File: config.mk
export PLATFORM = sky130hd
export DESIGN_NAME = uart_rx
export DESIGN_NICKNAME = d
export VERILOG_FILES = /design/src/rtl/uart_rx.sv
export SDC_FILE = /design/constraint.sdc
export NUM_CORES = 1
export LEC_CHECK = 0
export CAP_MARGIN = 25
export CORE_AREA = 2 2 55 57
export DETAILED_ROUTE_END_ITERATION = 6
export DIE_AREA = 0 0 57 59
export PLACE_DENSITY = 0.83
export SYNTH_ARGS = -nofsm -noshare
export SYNTH_HDL_FRONTEND = slang
export SYNTH_SLANG_ARGS = --single-unit
File: constraint.sdc
create_clock -name clk -period 1.9 [get_ports clk]
set_clock_uncertainty 0.05 [all_clocks]
set_input_delay 0.38 -clock clk [delete_from_list [all_inputs] [get_ports clk]]
set_output_delay 0.38 -clock clk [all_outputs]
set_load 0.02 [all_outputs]
File: src/rtl/uart_rx.sv
// uart_rx: UART receiver for start / PAYLOAD_BITS data (LSB first) / [parity] / stop frames.
// The serial input is brought into the clk domain by a two-flop synchroniser.
// A single FSM tracks the frame and presents each word with one-cycle result pulses.
// A frame whose stop bit is sampled low raises a frame-error pulse.
// If all its data bits were also zero, a break pulse is raised in the same cycle.
// Optional feature: define UART_RX_PARITY_EN to expect an even-parity bit after the data bits.
// That build adds the uart_rx_parity_err output.
module uart_rx #(
    parameter int CLK_HZ       = 50_000_000,
    parameter int BIT_RATE     = 115_200,
    parameter int PAYLOAD_BITS = 4
) (
    input  logic                    clk,
    input  logic                    reset,
    input  logic                    uart_rxd,
    input  logic                    uart_rx_en,
    output logic                    uart_rx_valid,
    output logic [PAYLOAD_BITS-1:0] uart_rx_data,
    output logic                    uart_rx_frame_err,
`ifdef UART_RX_PARITY_EN
    output logic                    uart_rx_parity_err,
`endif
    output logic                    uart_rx_break
);

    // Bit timing. CYCLES_PER_BIT must be at least 4 so that the half-bit point is distinct.
    localparam int CYCLES_PER_BIT = CLK_HZ / BIT_RATE;
    localparam int HALF_BIT       = CYCLES_PER_BIT / 2;
    localparam int CNT_W          = $clog2(CYCLES_PER_BIT);
    localparam int IDX_W          = $clog2(PAYLOAD_BITS + 1);

    typedef enum logic [2:0] {
        IDLE    = 3'd0,
        START   = 3'd1,
        DATA    = 3'd2,
        STOP    = 3'd3,
        WAIT_HI = 3'd4
`ifdef UART_RX_PARITY_EN
        ,
        PARITY  = 3'd5
`endif
    } state_t;

    // Synchroniser flops; both idle high so that reset never looks like a start edge.
    logic rxd_meta_q;
    logic rxs_q;

    // Frame tracking state
    state_t                  state_q;
    logic [CNT_W-1:0]        cnt_q;
    logic [CNT_W-1:0]        cnt_d;
    logic                    bit_end;
    logic [IDX_W-1:0]        bit_idx_q;
    logic [PAYLOAD_BITS-1:0] shift_q;
    logic [PAYLOAD_BITS-1:0] shift_d;
    logic [PAYLOAD_BITS:0]   shift_wide;

    // Registered outputs
    logic                    valid_q;
    logic                    frame_err_q;
    logic                    break_q;
    logic [PAYLOAD_BITS-1:0] data_q;
`ifdef UART_RX_PARITY_EN
    logic                    parity_bit_q;
    logic                    parity_err_q;
`endif

    // Two-flop synchroniser for the asynchronous serial line
    always_ff @(posedge clk or posedge reset) begin
        if (reset) begin
            rxd_meta_q <= 1'b1;
            rxs_q      <= 1'b1;
        end else begin
            rxd_meta_q <= uart_rxd;
            rxs_q      <= rxd_meta_q;
        end
    end

    // Bit counter wrap and LSB-first shift (new bit enters at the MSB, ends at the LSB)
    always_comb begin
        bit_end    = (cnt_q == CNT_W'(CYCLES_PER_BIT - 1));
        cnt_d      = bit_end ? '0 : cnt_q + 1'b1;
        shift_wide = {rxs_q, shift_q};
        shift_d    = shift_wide[PAYLOAD_BITS:1];
    end

    // Receive FSM with registered result pulses
    always_ff @(posedge clk or posedge reset) begin
        if (reset) begin
            state_q      <= IDLE;
            cnt_q        <= '0;
            bit_idx_q    <= '0;
            shift_q      <= '0;
            data_q       <= '0;
            valid_q      <= 1'b0;
            frame_err_q  <= 1'b0;
            break_q      <= 1'b0;
`ifdef UART_RX_PARITY_EN
            parity_bit_q <= 1'b0;
            parity_err_q <= 1'b0;
`endif
        end else begin
            // Result outputs are pulses: they only live for the cycle after they are set.
            valid_q     <= 1'b0;
            frame_err_q <= 1'b0;
            break_q     <= 1'b0;
`ifdef UART_RX_PARITY_EN
            parity_err_q <= 1'b0;
`endif
            case (state_q)
                IDLE: begin
                    cnt_q     <= '0;
                    bit_idx_q <= '0;
                    // The enable only gates new frames; a frame already running always completes.
                    if (!rxs_q && uart_rx_en) begin
                        state_q <= START;
                    end
                end

                START: begin
                    // Re-check the line at half a bit; a high line means it was only a glitch.
                    if (cnt_q == CNT_W'(HALF_BIT)) begin
                        cnt_q   <= '0;
                        state_q <= rxs_q ? IDLE : DATA;
                    end else begin
                        cnt_q <= cnt_q + 1'b1;
                    end
                end

                DATA: begin
                    // Whole-bit steps from the start mid-point land on each data bit's mid-point.
                    cnt_q <= cnt_d;
                    if (bit_end) begin
                        shift_q   <= shift_d;
                        bit_idx_q <= bit_idx_q + 1'b1;
                        if (bit_idx_q == IDX_W'(PAYLOAD_BITS - 1)) begin
`ifdef UART_RX_PARITY_EN
                            state_q <= PARITY;
`else
                            state_q <= STOP;
`endif
                        end
                    end
                end

`ifdef UART_RX_PARITY_EN
                PARITY: begin
                    cnt_q <= cnt_d;
                    if (bit_end) begin
                        parity_bit_q <= rxs_q;
                        state_q      <= STOP;
                    end
                end
`endif

                STOP: begin
                    cnt_q <= cnt_d;
                    if (bit_end) begin
                        if (rxs_q) begin
                            data_q  <= shift_q;
                            valid_q <= 1'b1;
`ifdef UART_RX_PARITY_EN
                            // Even parity: data bits plus parity bit must XOR to zero.
                            parity_err_q <= (^shift_q) ^ parity_bit_q;
`endif
                            // Returning at the stop mid-point lets a back-to-back start be caught.
                            state_q <= IDLE;
                        end else begin
                            frame_err_q <= 1'b1;
                            break_q     <= (shift_q == '0);
                            state_q     <= WAIT_HI;
                        end
                    end
                end

                WAIT_HI: begin
                    // A line held low (break) must not be re-read as a stream of new frames.
                    cnt_q <= '0;
                    if (rxs_q) begin
                        state_q <= IDLE;
                    end
                end

                default: begin
                    state_q <= IDLE;
                end
            endcase
        end
    end

    assign uart_rx_valid     = valid_q;
    assign uart_rx_data      = data_q;
    assign uart_rx_frame_err = frame_err_q;
    assign uart_rx_break     = break_q;
`ifdef UART_RX_PARITY_EN
    assign uart_rx_parity_err = parity_err_q;
`endif

endmodule

# After elaboration in Yosys (flattened, before gate mapping)
# Index checks and enable logic that the tools add are counted.
# word_totals
reg_bits	28
in_bits	4
out_inout_bits	7
word_cells	60
# op_classes
add_sub_neg	2
eq_ne	13
mux	23
n_reduce_logical	12
# ops
operator	n
one-hot mux 9 bit (3 select lines)	1
2-to-1 mux 3 bit	8
2-to-1 mux 9 bit	2
one-hot mux 3 bit (5 select lines)	1
inequality test 2 bit (second input constant)	6
adder 9 x 1 -> 9 bit (second input constant)	1
== test 3 x 2 -> 1 bit (second input constant)	3
== test 9 x 8 -> 1 bit (second input constant)	1
== test 9 bit (second input constant)	1
2-to-1 mux 1 bit	9
one-hot mux 3 bit (2 select lines)	1
AND reduction 6 bit	1
logical NOT 4 bit	1
AND reduction 2 bit	2
OR reduction 2 bit	2
adder 3 x 1 -> 3 bit (second input constant)	1
== test 3 x 1 -> 1 bit (second input constant)	1
== test 3 bit (second input constant)	1
logical NOT 3 bit	1
AND reduction 3 bit	1
nonzero test 3 bit	1
2-to-1 mux 2 bit	1
nonzero test 2 bit	1
logical AND 1 bit	1
logical NOT 1 bit	1

# Longest topological paths before layout
# depth
ltp_word	4
mapped_depth	8
depth_no_buf	7

# Worst setup path after synthesis
# OpenSTA, ideal clock, no wires.
# synth_timing
path_kind	register -> register
start	reg cnt_q[0]
end	reg cnt_q[8]
setup_ps	80
arrival_time_ps	1700
t_required_ps	1770
setup_slack_ps	70
stages_incl_launch_ff	7
n_path_buf	0
period_less_slack_ps	1830
path_cell_list	dfrtp_1 ha_1 and3b_4 a31o_1 and2_4 or4b_1 o211ai_2
# synth_between
elab_chain_cells	3
word_cells_on_any_way	6
classes_between	add/sub (1); eq/ne (2); mux (3)
# synth_rtl
item	line	rtl
from (decl)	50	logic [CNT_W-1:0] cnt_q;
from (signal assigned)	126	cnt_q <= cnt_q + 1'b1;
from (signal assigned)	132	cnt_q <= cnt_d;
from (signal assigned)	157	cnt_q <= cnt_d;
adder 9 x 1 -> 9 bit (tied with other cells)	82, 126	
2-to-1 mux 9 bit, on equally long branches	82, 122	
one-hot mux 9 bit (3 select lines) *	110	case (state_q)
# Mark *: on every way between the ends. The rest lies on a longest branch, timed or not.
# A chain may end at the register's enable or synchronous reset.

# Worst setup path in the final report
# layout_timing
start	reg cnt_q[1]
end	reg data_q[3], in the netlist uart_rx_data[3]
# layout_between
elab_chain_cells	2
# layout_rtl
item	line	rtl
== test 9 bit	81	bit_end = (cnt_q == CNT_W'(CYCLES_PER_BIT - 1));
AND reduction 3 bit (no line)	--	
to (signal assigned)	160	data_q <= shift_q;
to (decl)	62	logic [PAYLOAD_BITS-1:0] data_q;
# Every way passes these cells.

==> results.py <==
metrics = {
    "synth": {
        "syn_avg_cell_area_um2": 10.2,
        "ys_types": 35,
        "syn_nets": 141,
        "yosys_warnings": 0,
        "synth-edff-count": 0,
        "yosysTopAreaCell": "dfrtp_1",
        "synth-async-reset-ratio_pct": 100,
        "synth_common_cells": "dfrtp_1, nand2_1, nor2_1",
        "ys_top_cells_by_area": "dfrtp_1, o21ai_0, nand2_1, nor2_1, dfstp_2",
        "synth_flop_cell": "dfrtp_1",
        "ys_seq_area_share_pct": 51.6,
        "synth_area_um2": 1360,
        "synth.top_cell.area_share_pct": 47.8,
        "syn_inst": 133,
        "synth_seq_cells": 28,
        "yosys.cell_count.top_type": "dfrtp_1",
    },
    "cts": {
        "cts-htree-levels": 1,
        "clkTransAtPathRegs_ns": 0.15,
        "holdBufCountCts": 0,
        "cts_sinks": 28,
        "cts_tree": "built",
        "clk_root_buffer_cell": "clkbuf_4",
        "clkLatencyLatePin_ns": 0.34,
        "cts_made_buffers": 3,
        "cts_buffer_depth": 2,
    },
    "timing": {
        "setup-tns-final_ns": 0,
        "tightest_slew_ns": 0.358,
        "final.period_utilization_pct": 96.5,
        "period_needed_ns": 1.83,
        "hold_viol": 0,
        "setup_viol": 0,
        "slew_violations": 0,
        "max_freq_mhz": 545,
        "max-slew-margin-rel_pct": 76.0,
        "rsz0062_at_grt": "true",
        "setup_ws_ns": 0.0667,
    },
    "routing": {
        "vias": 1061,
        "route.detailed.drc": 0,
        "drt-pass1-iter-count": 4,
        "vias_per_cell": 5.58,
        "drt_wl_total_um": 2710,
        "wl_per_cell_um": 14.3,
        "initialDrtViolationCount": 42,
        "ant_nets": 0,
    },
    "outcome": {
        "status": "completed",
    },
    "placed_design": {
        "post-dp-hpwl_um": 1970,
        "pre_cts_ws_ns": -0.0902,
        "post-place-cells": 180,
        "place_congestion": 0.913,
        "portBuffers": 10,
    },
    "critical_path": {
        "crit_required_ns": 2.09,
        "critPathKind": "reg -> reg",
        "r2r_cells": 7,
        "crit_arrival_ns": 2.02,
        "end_kind": "flop",
        "cp-start-kind": "flop",
        "cp_max_fo": 5,
    },
    "floorplanning": {
        "dieWidth_um": 57,
        "initial_core_util_pct": 50.3,
        "rows": 19,
        "io_pins": 11,
        "die_area_um2": 3360,
        "core_area_um2": 2710,
        "die_h_um": 59,
    },
    "final_layout": {
        "drive_gt1_share_pct": 28.3,
        "insertedDiodeCount": 0,
        "final_cells": 190,
        "layout.nets": 168,
        "area.growth.synth_to_final_pct": 25.5,
        "final_core_util_pct": 63.1,
    },
    "power_and_ir_drop": {
        "max-vdd-ir-drop_mv": 0.650,
        "finalPower_mw": 1.67,
        "powerDensity_nw_per_um2": 974,
        "p_leak_nw": 0.806,
    },
    "global_route": {
        "grt_max_degree": 29,
        "grt_usage_pct": 17.6,
        "overflow": 0,
        "grt_pass1_wl_um": 4530,
        "antenna_found_initial": 0,
        "grt_pass1_vias": 1053,
    },
    "hold_path": {
        "hold_path.class": "in -> async",
    },
    "job": {
        "max_cap_violations": 0,
    },
}
==> per-stage QoR <==
stage          cell area [um2]  hold WS [ns]
4_1_cts                   1640         0.326
2_1_floorplan             1360         0.295
6_report                  1710         0.322
3_3_place_gp              1560         0.299
3_5_place_dp              1560         0.306
5_1_grt                   1710         0.335
==> power by group <==
part / switching, mW / total, mW / internal, mW
Combinational: 0.261 / 0.505 / 0.244
Clock: 0.182 / 0.396 / 0.214
Sequential: 0.0887 / 0.764 / 0.676
Total: 0.532 / 1.67 / 1.13
==> worst max-delay path, stage by stage, from the launching register on <==
cell and delay, ns:
dfrtp_1 0.40, inv_1 0.06, ha_2 0.16, and3b_4 0.24, nand3_4 0.12, nor2_4 0.14
and3_4 0.24, mux2_4 0.31
==> area by class of cell <==
class | instances | area, um2
Tap cell | 31 | 38.8
Sequential cell | 28 | 703
Clock inverter | 1 | 30.0
Clock buffer | 3 | 22.5
Fill cell | 202 | 1000
Multi-Input combinational cell | 93 | 669
Timing Repair Buffer | 25 | 213
Inverter | 9 | 33.8
==> routing by layer <==
layer  share of wire, %  GRT usage (%)  vias to the layer above
li1                   -              -                      517
met4                3.1           9.30                        0
met1                 42           22.0                      494
met5                  0              0                        -
met3                4.9           2.84                        9
met2                 50           29.6                       41
==> registers in the layout, summed over array words and instances, names as in the netlist <==
register / cells
rxd_meta_q: 1
uart_rx_valid: 1
cnt_q: 9
uart_rx_frame_err: 1
shift_q: 4
rxs_q: 1
uart_rx_break: 1
bit_idx_q: 3
state_q: 3
uart_rx_data: 4
==> layout by cell type (no fill, tap or decap), types with 2 or more instances in the layout <==
cell type | Yosys | final
dfrtp_1 | 26 | 26
nand2_1 | 16 | 16
nor2_1 | 16 | 15
buf_4 | 0 | 15
o21ai_0 | 12 | 12
clkdlybuf4s50_1 | 0 | 10
inv_1 | 9 | 9
nand3_1 | 6 | 5
mux2_2 | 4 | 4
mux2_4 | 0 | 4
and3_2 | 3 | 3
xnor2_1 | 3 | 3
ha_1 | 4 | 3
clkbuf_4 | 0 | 3
a21oi_1 | 2 | 2
nand4_1 | 2 | 2
xor2_1 | 2 | 2
dfstp_2 | 2 | 2
==> cell families after synthesis <==
group | share of synthesized area [%]
compound gates | 10.3
xor+xnor | 3.21
fa+ha+maj | 3.67
buf+inv | 3.49
flops | 51.6
mux | 6.61
simple gates | 21.1
==> final timing paths <==
| path | startpoint | end | slack [ns] |
|---|---|---|---|
| max in group asynchronous | reset | rxs_q$_DFF_PP1_ | 1.18 |
| hold / removal | reset | bit_idx_q[0]$_DFFE_PP0P_ | 0.32 |
| min in group clk | rxd_meta_q$_DFF_PP1_ | rxs_q$_DFF_PP1_ | 0.33 |
| setup reg to reg | cnt_q[1]$_DFFE_PP0P_ | uart_rx_data[3]$_DFFE_PP0P_ | 0.07 |
| setup / recovery | cnt_q[1]$_DFFE_PP0P_ | uart_rx_data[3]$_DFFE_PP0P_ | 0.07 |
| hold reg to reg | rxd_meta_q$_DFF_PP1_ | rxs_q$_DFF_PP1_ | 0.33 |
==> what timing repair did <==
action	4_1_cts	5_1_grt
setup endpoints to repair	9	12
gates resized for setup	3	11
pin swaps	2	5
buffers inserted	3	3
(Power assumes the default switching activity.)
